## config.mk

```make
export PLATFORM = sky130hd
export DESIGN_NAME = aluv_result_collector
export DESIGN_NICKNAME = d
export VERILOG_FILES = /design/src/rtl/aluv_pkg.sv /design/src/rtl/lane_pick.sv /design/src/rtl/aluv_result_collector.sv
export SDC_FILE = /design/constraint.sdc
export NUM_CORES = 1
export LEC_CHECK = 0
export ABC_CLOCK_PERIOD_IN_PS = 2700
export CORE_ASPECT_RATIO = 1.25
export CORE_MARGIN = 2
export CORE_UTILIZATION = 49
export CTS_BUF_LIST = sky130_fd_sc_hd__clkbuf_2 sky130_fd_sc_hd__clkbuf_4 sky130_fd_sc_hd__clkbuf_8
export CTS_CLUSTER_DIAMETER = 200
export DETAILED_ROUTE_END_ITERATION = 10
export PLACE_DENSITY_LB_ADDON = 0.3
export SLEW_MARGIN = 10
export SYNTH_ARGS = -nofsm -noshare
export SYNTH_HDL_FRONTEND = slang
export SYNTH_HIERARCHICAL = 1
export SYNTH_SLANG_ARGS = --single-unit
```

## constraint.sdc

```tcl
create_clock -name clk -period 2.7 [get_ports clk]
set_input_delay 0.405 -clock clk [delete_from_list [all_inputs] [get_ports clk]]
set_output_delay 0.405 -clock clk [all_outputs]
set_load 0.05 [all_outputs]
```

## src/rtl/aluv_pkg.sv

```systemverilog
// rtl/aluv_pkg.sv - shared state encoding and default sizing for the vector ALU slice
package aluv_pkg;

    localparam int ALUV_N     = 4;
    localparam int ALUV_WIDTH = 8;

    typedef enum logic {
        IDLE  = 1'b0,
        DRAIN = 1'b1
    } aluv_state_t;

endpackage

```

## src/rtl/lane_pick.sv

```systemverilog
// rtl/lane_pick.sv - lowest-set-bit priority encoder over a lane mask
module lane_pick #(
    parameter int  N  = 4,
    localparam int LW = (N > 1) ? $clog2(N) : 1
) (
    input  logic [N-1:0]  mask,
    output logic [LW-1:0] idx,
    output logic          any
);

    // Scan high to low so the last match written is the lowest index.
    always_comb begin
        idx = '0;
        any = |mask;
        for (int i = N - 1; i >= 0; i--) begin
            if (mask[i]) begin
                idx = LW'(i);
            end
        end
    end

endmodule

```

## src/rtl/aluv_result_collector.sv

```systemverilog
// rtl/aluv_result_collector.sv - snapshots N ALU lane results and drains the masked lanes as a stream
module aluv_result_collector
    import aluv_pkg::*;
#(
    parameter int  N     = ALUV_N,
    parameter int  WIDTH = ALUV_WIDTH,
    localparam int LW    = (N > 1) ? $clog2(N) : 1
) (
    input  logic                 clk,
    input  logic                 arst,
    input  logic [WIDTH*2-1:0]   Z [N-1:0],
    input  logic [N-1:0]         lane_mask,
    input  logic                 capture,
    output logic [WIDTH*2-1:0]   out_data,
    output logic [LW-1:0]        out_lane,
    output logic                 out_valid,
    input  logic                 out_ready,
    output logic                 out_last,
    output logic                 busy,
    output logic                 drop
);

    aluv_state_t          state_q, state_d;
    logic [N-1:0]         pend_q, pend_d;
    logic [WIDTH*2-1:0]   shadow_q [N-1:0];
    logic                 drop_q, drop_d;
    logic                 load;
    logic                 accept;
    logic                 hs;
    logic [LW-1:0]        pick_idx;
    logic                 pick_any;

    lane_pick #(.N(N)) u_lane_pick (
        .mask (pend_q),
        .idx  (pick_idx),
        .any  (pick_any)
    );

    assign out_valid = (state_q == DRAIN);
    assign busy      = (state_q == DRAIN);
    assign out_lane  = pick_idx;
    assign out_data  = out_valid ? shadow_q[pick_idx] : '0;
    // Exactly one pending bit: nonzero and clearing the lowest bit leaves nothing.
    assign out_last  = pick_any && ((pend_q & (pend_q - N'(1))) == '0);
    assign drop      = drop_q;
    assign hs        = out_valid && out_ready;

    // A new frame is taken when idle, or on the final handshake of the current one.
    assign accept = capture && (|lane_mask) &&
                    ((state_q == IDLE) || (hs && out_last));

    always_comb begin
        state_d = state_q;
        pend_d  = pend_q;
        load    = 1'b0;
        drop_d  = 1'b0;
        case (state_q)
            IDLE: begin
                if (accept) begin
                    load    = 1'b1;
                    pend_d  = lane_mask;
                    state_d = DRAIN;
                end
            end
            DRAIN: begin
                if (hs) begin
                    pend_d = pend_q & ~(N'(1) << pick_idx);
                end
                if (capture && !accept) begin
                    drop_d = 1'b1;
                end
                if (accept) begin
                    load   = 1'b1;
                    pend_d = lane_mask;
                end else if (hs && out_last) begin
                    state_d = IDLE;
                end
            end
        endcase
    end

    always_ff @(posedge clk or posedge arst) begin
        if (arst) begin
            state_q <= IDLE;
            pend_q  <= '0;
            drop_q  <= 1'b0;
            for (int i = 0; i < N; i++) begin
                shadow_q[i] <= '0;
            end
        end else begin
            state_q <= state_d;
            pend_q  <= pend_d;
            drop_q  <= drop_d;
            if (load) begin
                for (int i = 0; i < N; i++) begin
                    shadow_q[i] <= Z[i];
                end
            end
        end
    end

endmodule

```

After elaboration in Yosys (flattened, before gate mapping)
Index checks and enable logic that the tools add are counted.

word-level totals
  flip-flop bits (word level) = 70
  bits in latches = 0
  memory bits (writable) = 0
  bits in read-only memories = 0
  input bits = 72
  output and inout port bits = 22
  logic and storage cells = 45
  memories = 0

operators by class
  add/sub/neg operators = 1
  multipliers = 0
  divide/modulo/power cells = 0
  $lt $le $gt $ge = 1
  equal/unequal tests = 2
  shifts and indexed selects = 1
  multiplexer cells = 17
  bitwise gates (word level) = 4
  reductions and logical operators = 12

operators by type and width
  operator               number
  $bmux W16 S2           1
  $mux W16               2
  $mux W4                3
  $and A4 B4 Y4          2
  $mux W2                4
  $pmux W4 S2            1
  $reduce_or A4 Y1       2
  $logic_and A1 B1 Y1    6
  $mux W1                5
  $logic_not A4 Y1       1
  $not A4 Y4             1
  $shl A1 B2 Y4 const A  1
  $sub A4 B1 Y4 const B  1
  $lt A2 B3 Y1 const B   1
  $ne A3 B1 Y1 const B   1
  $ne A2 B2 Y1 const B   1
  $pmux W1 S2            1
  $reduce_and A2 Y1      1
  $logic_not A1 Y1       1
  $logic_or A1 B1 Y1     1
  $not A1 Y1             1

Logic depth before layout (Yosys ltp)
Gate-level depths: netlist of the first run.

  word-level depth = 11
  gate-level depth with buffers = 8
  depth with buffers taken out = 6

Cells and area by module
The synthesis of the first run kept the hierarchy.

modules (own cells, without submodules)
  module                 times used  cells an instance  area an instance (um^2)  seq. area each (um^2)
  aluv_result_collector  1           211                3243.1                   1751.7
  lane_pick              1           7                  35.0                     0.0

Least setup slack after synthesis of the first run
Ideal clock, no wire load.

  path type = register to output
  start point = register pend_q[0]
  end point = output out_data[10]
  data arrival time = 3014 ps
  data required time = 2295 ps
  path slack = -719 ps
  stages on the path, launching flop included = 6
  buffers on the path = 2
  cell sequence = dfrtp_1 -> nor3_1 -> clkbuf_1 -> buf_1 -> mux4_2 -> and2_1

between the ends
  cells in the longest elaborated chain, start to end = 4

ends and longest elaborated chain
  what                            line                         source
  from (decl)                     aluv_result_collector.sv:24  logic [N-1:0] pend_q, pend_d;
  from (signal assigned)          aluv_result_collector.sv:92  pend_q <= pend_d;
  $mux W2                         lane_pick.sv:16              if (mask[i]) begin
  net out_lane[1]                 aluv_result_collector.sv:15  output logic [LW-1:0] out_lane,
  $bmux W16 S2                    aluv_result_collector.sv:42  assign out_data = out_valid ? shadow_q[pick_idx] : '0;
  $mux W16 (implied by the code)  aluv_result_collector.sv:42
  $mux W16                        aluv_result_collector.sv:42
  to (decl)                       aluv_result_collector.sv:14  output logic [WIDTH*2-1:0] out_data,

The timed path passes the listed nets, and every way through them passes these cells. The select of a mux whose other input is x is not followed.

Worst setup path after layout of the first run
  start point = register pend_q[3]
  end point = output out_data[13]

between the ends
  cells in the longest elaborated chain, start to end = 7

ends and longest elaborated chain
  what                            line
  $mux W2 (4 in a row)            lane_pick.sv:16
  $bmux W16 S2                    aluv_result_collector.sv:42
  $mux W16 (implied by the code)  aluv_result_collector.sv:42
  $mux W16                        aluv_result_collector.sv:42

No other way between the ends. The select of a mux whose other input is x is not followed.

==> results of run 1 <==
synthesized netlist by cell type, types with 3 or more instances:
cell | number | share of area (%)
dfrtp_1 | 70 | 53
mux2_1 | 45 | 15
mux2_2 | 19 | 6.5
and2_1 | 17 | 3.2
mux4_2 | 16 | 11
nand2_1 | 7 | 0.80
buf_4 | 4 | 0.92
o21ai_0 | 4 | 0.61
clkbuf_1 | 3 | 0.34
inv_1 | 3 | 0.34
nor2_1 | 3 | 0.34
o22ai_1 | 3 | 0.57
worst max-delay path, cell delays in order, from the launching register on:
cell and delay, ns:
dfrtp_1 0.47, nor2_1 0.12, nor3_4 0.24, buf_4 0.19, mux4_2 0.49, and2_1 0.18, buf_4 0.19
cell usage in the layout, fill, tap and decap left out, types with 5 or more instances in the layout:
cell             Yosys  final
nand2_1              7      7
clkbuf_8             0      9
clkdlybuf4s50_1      0     74
buf_12               0      5
mux2_1              45     45
mux2_2              19     19
and2_2               0      5
mux4_2              16     16
and2_1              17     12
buf_4                4     28
dfrtp_1             70     69
where the power goes:
part	switching [mW]	total (mW)	internal, mW
Combinational	2.17	4.04	1.87
Sequential	0.309	1.90	1.59
Clock	0.416	1.13	0.711
Total	2.89	7.06	4.17
how the worst max path moves through the flow:
stage | from | cells past startpoint | slack (ns) | endpoint
3_3_place_gp | out_ready | 6 | 0.34 | shadow_q[45]
4_1_cts | pend_q[0] | 5 | 0.003 | out_data[3]
2_1_floorplan | pend_q[0] | 5 | 0.02 | out_data[5]
3_5_place_dp | out_ready | 6 | 0.33 | shadow_q[47]
5_1_grt | pend_q[3] | 6 | -0.04 | out_data[13]
6_report | pend_q[3] | 6 | 0.07 | out_data[13]
flip-flops by register name, summed over array words and instances (netlist names):
signal / flops
busy: 1
shadow_q: 64
pend_q: 4
drop: 1
repair_timing:
item                       4_1_cts  5_1_grt
hold buffers                     0        0
buffers inserted                 0        6
resized for setup                0        2
setup endpoints to repair        0       15
per-stage QoR:
step                cells  hold WS, ns
floorplan             218        0.452
global placement      392        0.464
detailed placement    392        0.471
CTS                   408        0.485
global route          414        0.505
finish                414        0.463
per-layer routing:
metal | vias to the layer above | share of wire [%] | global-route usage [%]
li1 | 1004 | - | -
met4 | 0 | 1.6 | 9.08
met3 | 9 | 5.5 | 5.68
met1 | 1101 | 41 | 25.8
met5 | - | 0 | 0
met2 | 68 | 52 | 33.7
logic make-up (layout without fill, tap and decap cells):
logic type	after synthesis	in the layout	synth area share [%]
flops	70	70	53.4
buf+inv	17	126	3.63
fa+ha+maj	1	1	0.305
mux	80	80	33.0
simple gates	34	34	5.84
compound gates	16	16	3.82
area by class of cell:
cell class,count,area (µm²),area share (%)
Multi-Input combinational cell,131,1440,31.1
Tap cell,87,109,2.35
Timing Repair Buffer,107,1050,22.7
Clock buffer,9,124,2.67
Inverter,3,11.3,0.243
Clock inverter,7,146,3.16
Sequential cell,70,1750,37.8
==> results.ini, run 1 <==
[setup_path]
reg2regPathDepth=5
cp.arrival_ns=2.23
cp-start-kind=register
timing.rr.end=shadow_q[47]
cp-end-kind=primary output
r2r-start=pend_q[1]
critical_path_class=register to primary output
cp_max_fo=6
required_ns=2.30
rrSetupSlack_ns=0.51

[grt]
grt.overflow.total=0
grt_pass1_wl_um=11400
grt_pass1_vias=2286
grt_usage_pct=20.6
antenna_found_initial=0
grt_max_degree=68

[worst_hold_path]
hp-class=primary input to async pin

[routing]
ant_nets=0
detail_route.wl_per_cell_um=16.9
vias=2182
drt_iter0_markers=125
drc=0
avgViaCountPerCell=5.27
drt-pass1-iter-count=4
routed_wl_um=6980

[synth]
ys_seq_area_share_pct=53.4
syn_area_um2=3280
ys.flop_type=dfrtp_1
synth_edf_count=0
ys_ff_latch=70
synth_fp_nets=290
syn_avg_cell_area_um2=15.0
synth.distinct_cells=30
synthCells=218
ys_async_sr_fraction_pct=100
yosys_warnings=6

[finish]
n_antenna_cell=0
drive_gt1_share_pct=29.7
area_delta_synth_final_pct=41.4
fill_cells=472
finalNetCount=394
fin_area_um2=4630
fin_util_pct=71.0

[clocking]
clock_sinks=70
cts_root_buffer=clkbuf_8
numCtsBuffers=9
cts.path.max_buffers=2
cts_tree=built
clock_latency_ns=0.35
path_clk_slew_ns=0.08
h-tree-depth=3

[power_and_ir_drop]
p_leak_nw=1.92
peakVddDrop_mv=1.13
cellPowerDensity_nw_per_um2=1520
p_total_mw=7.06

[placed_design]
routabilityCongestion=0.776
place_ws_ns=0.331
dp_hpwl_um=4780
dpl_cell_area_um2=4310
numPortBuffers=93

[timing]
fin_tns_setup_ns=0
tightest_slew_ns=0.643
skew_ns=0.00728
period_needed_ns=2.63
max_freq_mhz=380
drv_slew=0
fin_ws_ns=0.0677
finalHoldViolations=0
fin_crit_sh_pct=97.5
grt_setup_unrepaired=yes
max-slew-margin-rel_pct=57.0
setup_viol=0

[floorplan]
die_w_um=77.2
dieArea_um2=7360
ios=94
placementRows=33
initial_core_util_pct=50.2
dieHeight_um=95.4
fp.coreArea_um2=6520

[flow_run]
maxCapViolCount=0

[status]
outcome=completed

Power figures use the tool's default switching activity.
==> inputs of run 2 (changes only) <==
--- a/config.mk
+++ b/config.mk
@@ -6,13 +6,15 @@
 export NUM_CORES = 1
 export LEC_CHECK = 0
 export ABC_CLOCK_PERIOD_IN_PS = 2700
+export CELL_PAD_IN_SITES_DETAIL_PLACEMENT = 1
+export CELL_PAD_IN_SITES_GLOBAL_PLACEMENT = 1
 export CORE_ASPECT_RATIO = 1.25
 export CORE_MARGIN = 2
-export CORE_UTILIZATION = 49
+export CORE_UTILIZATION = 40
 export CTS_BUF_LIST = sky130_fd_sc_hd__clkbuf_2 sky130_fd_sc_hd__clkbuf_4 sky130_fd_sc_hd__clkbuf_8
 export CTS_CLUSTER_DIAMETER = 200
 export DETAILED_ROUTE_END_ITERATION = 10
-export PLACE_DENSITY_LB_ADDON = 0.3
+export PLACE_DENSITY = 0.93
 export SLEW_MARGIN = 10
 export SYNTH_ARGS = -nofsm -noshare
 export SYNTH_HDL_FRONTEND = slang
==> run 2 against run 1 <==
Core utilization down 12 points; die area up 21%; hold slack lost 0.025 ns; critical path type unchanged; count of clock-buffer cells in the layout is the same.
==> results.ini, run 2 (same netlist as run 1, synthesis figures left out) <==
[floorplan]
dieArea_um2=8940  ; was 7360 µm²
die_w_um=85.0  ; was 77.2 µm
fp.coreArea_um2=7880  ; was 6520 µm²
ios=94  ; unchanged
dieHeight_um=105  ; was 95.4 µm
placementRows=36  ; was 33
initial_core_util_pct=41.6  ; was 50.2%

[setup_path]
required_ns=2.30  ; about the same
cp-start-kind=register  ; unchanged
cp.arrival_ns=2.27  ; was 2.23 ns
cp-end-kind=primary output  ; unchanged
cp_max_fo=6  ; unchanged
critical_path_class=register to primary output  ; unchanged

[timing]
max-slew-margin-rel_pct=59.3  ; was 57.0%
max_freq_mhz=374  ; was 380 MHz
skew_ns=0.0107  ; was 0.00728 ns
fin_crit_sh_pct=99.1  ; was 97.5%
drv_slew=0  ; unchanged
period_needed_ns=2.67  ; was 2.63 ns
setup_viol=0  ; unchanged
whs_ns=0.438  ; was 0.463 ns
fin_tns_setup_ns=0  ; unchanged
finalHoldViolations=0  ; unchanged
tightest_slew_ns=0.610  ; was 0.643 ns

[grt]
antenna_found_initial=0  ; unchanged
grt_pass1_wl_um=13000  ; was 11400 µm
grt_usage_pct=19.1  ; was 20.6%
grt_pass1_vias=2507  ; was 2286
grt.overflow.total=0  ; unchanged
grt_max_degree=49  ; was 68

[clocking]
cts.path.max_buffers=2  ; unchanged
cts_root_buffer=clkbuf_8  ; unchanged
h-tree-depth=3  ; unchanged
numCtsBuffers=9  ; unchanged
clock_sinks=70  ; unchanged
path_clk_slew_ns=0.08  ; about the same
cts_tree=built  ; unchanged
clock_latency_ns=0.36  ; was 0.35 ns

[routing]
vias=2215  ; was 2182
avgViaCountPerCell=5.26  ; was 5.27
drc=0  ; unchanged
detail_route.wl_per_cell_um=19.9  ; was 16.9 µm
routed_wl_um=8380  ; was 6980 µm
ant_nets=0  ; unchanged
drt_iter0_markers=109  ; was 125
drt-pass1-iter-count=4  ; unchanged

[power_and_ir_drop]
comb_power_share_pct=61.5  ; was 57.2%
p_total_mw=7.28  ; was 7.06 mW
cellPowerDensity_nw_per_um2=1560  ; was 1520 nW/µm²
swShare_pct=42.7  ; was 41.0%
intPower_mw=4.17  ; about the same
p_leak_nw=1.91  ; was 1.92 nW
p_sw_mw=3.11  ; was 2.89 mW
power.share.sequential_pct=26.4  ; was 26.9%
peakVddDrop_mv=1.25  ; was 1.13 mV
power.share.clock_pct=12.1  ; was 16.0%

[flow_run]
maxCapViolCount=0  ; unchanged

[finish]
finalNetCount=393  ; was 394
n_antenna_cell=0  ; unchanged
fill_cells=760  ; was 472
reg_top3=shadow_q: 64 flops, pend_q: 4 flops  ; unchanged
area_delta_synth_final_pct=42.3  ; was 41.4%
largest_reg_flops=64  ; unchanged
drive_gt1_share_pct=30.4  ; was 29.7%
regMostFlops=shadow_q  ; unchanged
mostFrequentLayoutCell=clkdlybuf4s50_1  ; unchanged
layout_common_cells=clkdlybuf4s50_1 (74), dfrtp_1 (69), mux2_1 (45)  ; unchanged

[placed_design]
dp_hpwl_um=5660  ; was 4780 µm
numPortBuffers=93  ; unchanged
routabilityCongestion=0.827  ; was 0.776

[status]
outcome=completed  ; unchanged

[worst_hold_path]
hp-class=primary input to async pin  ; unchanged

-- run 2: final timing paths --
path	start	end	slack, ns	cells past startpoint
worst max-delay path	pend_q[2]	out_data[7]	0.03	6
worst min-delay path	arst	shadow_q[20]	0.44	2
worst max register to register	pend_q[2]	shadow_q[57]	0.52	6
worst min register to register	shadow_q[1]	shadow_q[1]	0.49	1
max in group asynchronous	arst	shadow_q[60]	1.61	3
min in group clk	shadow_q[1]	shadow_q[1]	0.49	1
-- run 2: final cells by class --
type                       instances  area [µm²]  share of cell area (%)
sequential                        70        1750                    37.6
clock buffer                       9         124                    2.65
tap                               95         119                    2.55
timing repair buffer             106        1130                    24.2
clock inverter                     7        78.8                    1.69
inverter                           3        11.3                   0.241
multi-input combinational        131        1450                    31.1
-- run 2: power by group through the flow --
stage,registers (mW),clock network [mW],logic (mW)
3_3_place_gp,1.87,0,3.90
3_5_place_dp,1.92,0,4.00
4_1_cts,1.91,0.896,4.10
5_1_grt,1.99,0.954,4.72
2_1_floorplan,1.83,0,2.96
6_report,1.92,0.882,4.48
-- run 2: per-layer routing --
| metal | vias to the layer above | global-route usage, % | routed length (µm) |
|---|---|---|---|
| met1 | 1142 | 21.7 | 3200 |
| met2 | 59 | 34.7 | 4670 |
| met5 | - | 0 | 0 |
| met4 | 0 | 9.18 | 225 |
| met3 | 16 | 2.82 | 289 |
| li1 | 998 | - | - |
-- run 2: through the flow --
step	std cells	instance area [µm²]	utilization, %	worst slack (ns)
CTS	418	4540	57.6	0.00331
global placement	400	4310	54.7	0.388
finish	421	4670	59.2	0.0256
global route	421	4670	59.2	-0.0174
detailed placement	400	4310	54.7	0.309
floorplan	218	3310	-	0.0222
-- run 2: what timing repair did --
item                                    4_1_cts  5_1_grt
resized for setup                             4       25
setup buffers                                 2        2
hold buffers                                  0        0
pin swaps                                     1        1
cloned                                        0        1
endpoints found under the setup margin       10       12
-- run 2: worst max-delay path, stage by stage (launching register included) --
cell and delay, ns:
dfrtp_1 0.42, nand2b_4 0.17, a21oi_4 0.27, buf_12 0.18, mux4_2 0.51, and2_1 0.20
buf_6 0.16
==> inputs of run 3 (changes only) <==
--- a/config.mk
+++ b/config.mk
@@ -8,13 +8,14 @@
 export ABC_CLOCK_PERIOD_IN_PS = 2700
 export CELL_PAD_IN_SITES_DETAIL_PLACEMENT = 1
 export CELL_PAD_IN_SITES_GLOBAL_PLACEMENT = 1
-export CORE_ASPECT_RATIO = 1.25
+export CORE_ASPECT_RATIO = 1.75
 export CORE_MARGIN = 2
 export CORE_UTILIZATION = 40
 export CTS_BUF_LIST = sky130_fd_sc_hd__clkbuf_2 sky130_fd_sc_hd__clkbuf_4 sky130_fd_sc_hd__clkbuf_8
 export CTS_CLUSTER_DIAMETER = 200
 export DETAILED_ROUTE_END_ITERATION = 10
 export PLACE_DENSITY = 0.93
+export RECOVER_POWER = 100
 export SLEW_MARGIN = 10
 export SYNTH_ARGS = -nofsm -noshare
 export SYNTH_HDL_FRONTEND = slang
==> run 3 against run 2 <==
Critical endpoint is now out_data[11]; core utilization fell by 1.1 points; clock skew grew 0.0024 ns; non-clock buffer count rose by 2; die area up 0.26%; the flow now finishes with violations (setup timing); total power fell by 3.5%; critical path depth grew 1; critical path type unchanged; cell count decreased by 0.71%; global-route usage is 1.1 points higher.
==> results.ini, run 3 (same netlist as run 1, synthesis figures left out) <==
[status]
outcome=finished with violations  ; was completed
violations=setup timing

[timing]
max-slew-margin-rel_pct=25.6  ; was 59.3%
period_needed_ns=2.70  ; was 2.67 ns
tightest_slew_ns=1.11  ; was 0.610 ns
max_freq_mhz=370  ; was 374 MHz
whs_ns=0.489  ; was 0.438 ns
grt_setup_unrepaired=yes
fin_crit_sh_pct=100  ; was 99.1%
drv_slew=0  ; unchanged
skew_ns=0.0131  ; was 0.0107 ns
setup_viol=1  ; was 0
fin_ws_ns=-0.00109  ; was 0.0256 ns
finalHoldViolations=0  ; unchanged

[floorplan]
dieArea_um2=8960  ; was 8940 µm²
die_w_um=72.4  ; was 85.0 µm
placementRows=43  ; was 36
initial_core_util_pct=41.2  ; was 41.6%
ios=94  ; unchanged
dieHeight_um=124  ; was 105 µm
fp.coreArea_um2=7960  ; was 7880 µm²

[setup_path]
crit_slowest_cell=mux4_2  ; unchanged
startpoint=pend_q[2]  ; unchanged
cp-end-kind=primary output  ; unchanged
rrSetupSlack_ns=0.48  ; was 0.52 ns
critPathBufInv=3  ; was 2
path_depth=7  ; was 6
cpLargestDelayFamily=multiplexers  ; unchanged
timing.rr.end=shadow_q[24]  ; was shadow_q[57]
cp_slowest_stage_delay_ns=0.50  ; was 0.51 ns
cp.arrival_ns=2.30  ; was 2.27 ns
worstPathCellList=nand2b_4 > a21oi_4 > buf_4 > buf_12 > mux4_2 > and2_2 > buf_4  ; was nand2b_4 > a21oi_4 > buf_12 > mux4_2 > and2_1 > buf_6
reg2regPathDepth=7  ; was 6
r2r-start=pend_q[0]  ; was pend_q[2]
cp_max_fo=8  ; was 6
crit_top_cell=buf_4
cp-endpoint=out_data[11]  ; was out_data[7]
required_ns=2.30  ; about the same
cp-start-kind=register  ; unchanged
critical_path_class=register to primary output  ; unchanged

[finish]
finalNetCount=395  ; was 393
drive_gt1_share_pct=29.9  ; was 30.4%
fill_cells=777  ; was 760
fin_area_um2=4630  ; was 4670 µm²
layout_common_cells=clkdlybuf4s50_1 (73), dfrtp_1 (68), mux2_1 (45)  ; was clkdlybuf4s50_1 (74), dfrtp_1 (69), mux2_1 (45)
reg_top3=shadow_q: 64 flops, pend_q: 4 flops  ; unchanged
mostFrequentLayoutCell=clkdlybuf4s50_1  ; unchanged
multi_input_area_um2=1440  ; was 1450 µm²
layout.cells.non_filler=418  ; was 421
n_antenna_cell=0  ; unchanged
regMostFlops=shadow_q  ; unchanged
largest_reg_flops=64  ; unchanged
seq_area_um2=1750  ; about the same
area_delta_synth_final_pct=41.1  ; was 42.3%

[clocking]
clock_sinks=70  ; unchanged
clock_latency_ns=0.35  ; was 0.36 ns
numCtsBuffers=9  ; unchanged
path_clk_slew_ns=0.07  ; was 0.08 ns
cts.path.max_buffers=2  ; unchanged
h-tree-depth=3  ; unchanged
cts_root_buffer=clkbuf_8  ; unchanged
cts_tree=built  ; unchanged

[power_and_ir_drop]
swShare_pct=42.7  ; about the same
intPower_mw=4.02  ; was 4.17 mW
cellPowerDensity_nw_per_um2=1520  ; was 1560 nW/µm²
p_total_mw=7.03  ; was 7.28 mW
p_leak_nw=1.90  ; was 1.91 nW
comb_power_share_pct=60.4  ; was 61.5%
power.share.sequential_pct=27.2  ; was 26.4%
power.share.clock_pct=12.5  ; was 12.1%
p_sw_mw=3.00  ; was 3.11 mW
peakVddDrop_mv=0.891  ; was 1.25 mV

[grt]
grt_pass1_wl_um=13300  ; was 13000 µm
grt_max_degree=44  ; was 49
grt_pass1_vias=2560  ; was 2507
grt_usage_pct=20.3  ; was 19.1%
antenna_found_initial=0  ; unchanged
grt.overflow.total=0  ; unchanged

[routing]
drc=0  ; unchanged
drt_iter0_markers=164  ; was 109
routed_wl_um=8440  ; was 8380 µm
drt-pass1-iter-count=4  ; unchanged
avgViaCountPerCell=5.37  ; was 5.26
ant_nets=0  ; unchanged
vias=2245  ; was 2215
detail_route.wl_per_cell_um=20.2  ; was 19.9 µm

[placed_design]
dpl_cell_area_um2=4320  ; was 4310 µm²
dp.cells=396  ; was 400
place_ws_ns=0.315  ; was 0.309 ns
routabilityCongestion=0.833  ; was 0.827
dp_hpwl_um=6080  ; was 5660 µm
numPortBuffers=93  ; unchanged

[worst_hold_path]
hp-class=register to register  ; was primary input to async pin

[flow_run]
maxCapViolCount=0  ; unchanged

## run 3: cell types whose count changed in the layout (fill, tap and decap cells not counted), moves of 2 or more
cell      delta
and2_1       +3
and2_2       +3
buf_4       +12
buf_6        -8
buf_8        -3
buf_12       +2
clkbuf_8     +2
inv_6        -3
and2_4       -6
## run 3: worst min path at each step
stage | start | to | depth (start not counted)
after global routing | shadow_q[61] | shadow_q[61] | 1
after CTS | arst | shadow_q[54] | 2
after floorplan | shadow_q[30] | shadow_q[30] | 1
after detailed placement | shadow_q[59] | shadow_q[59] | 1
after global placement | shadow_q[60] | shadow_q[60] | 1
final | shadow_q[62] | shadow_q[62] | 1
## run 3: final cells by class
type	count	share of cell area, %
clock buffers	11	3.27
clock inverters	5	1.24
multi-input cells	131	31.1
inverters	3	0.243
flip-flops and latches	70	37.9
repair buffers	108	23.7
well taps	90	2.43
## run 3: through the flow
stage	setup TNS, ns	utilization [%]
2_1_floorplan	0	-
3_3_place_gp	0	54.3
3_5_place_dp	0	54.3
4_1_cts	-0.00476	56.9
5_1_grt	-0.441	58.1
6_report	-0.00109	58.1
## run 3: power by group through the flow
stage | combinational [mW] | sequential (mW) | clock [mW]
5_1_grt | 4.49 | 1.99 | 0.942
2_1_floorplan | 2.96 | 1.83 | 0
4_1_cts | 4.09 | 1.91 | 0.891
3_3_place_gp | 3.94 | 1.86 | 0
6_report | 4.24 | 1.91 | 0.878
3_5_place_dp | 4.06 | 1.92 | 0
## run 3: repair_timing
| action | 4_1_cts | 5_1_grt |
|---|---|---|
| endpoints found under the hold margin | 0 | 0 |
| endpoints found under the setup margin | 9 | 15 |
| pin swaps | 0 | 2 |
| buffers inserted | 0 | 6 |
| hold buffers | 0 | 0 |
| resized for setup | 1 | 12 |
## run 3: worst register-to-register path, cell delays in order (launching register included)
cell and delay, ns:
dfrtp_1 0.55, nor2_1 0.10, nand2_1 0.13, nand2_1 0.12, o221a_4 0.34, nor2_4 0.15
buf_4 0.32, mux2_2 0.39
## run 3: per-layer routing
metal | vias up | track usage [%] | part of all wire, %
met5 | - | 0 | 0
met4 | 0 | 13.2 | 4.6
met3 | 22 | 2.35 | 3.2
met2 | 63 | 36.6 | 57
met1 | 1156 | 22.0 | 36
li1 | 1004 | - | -
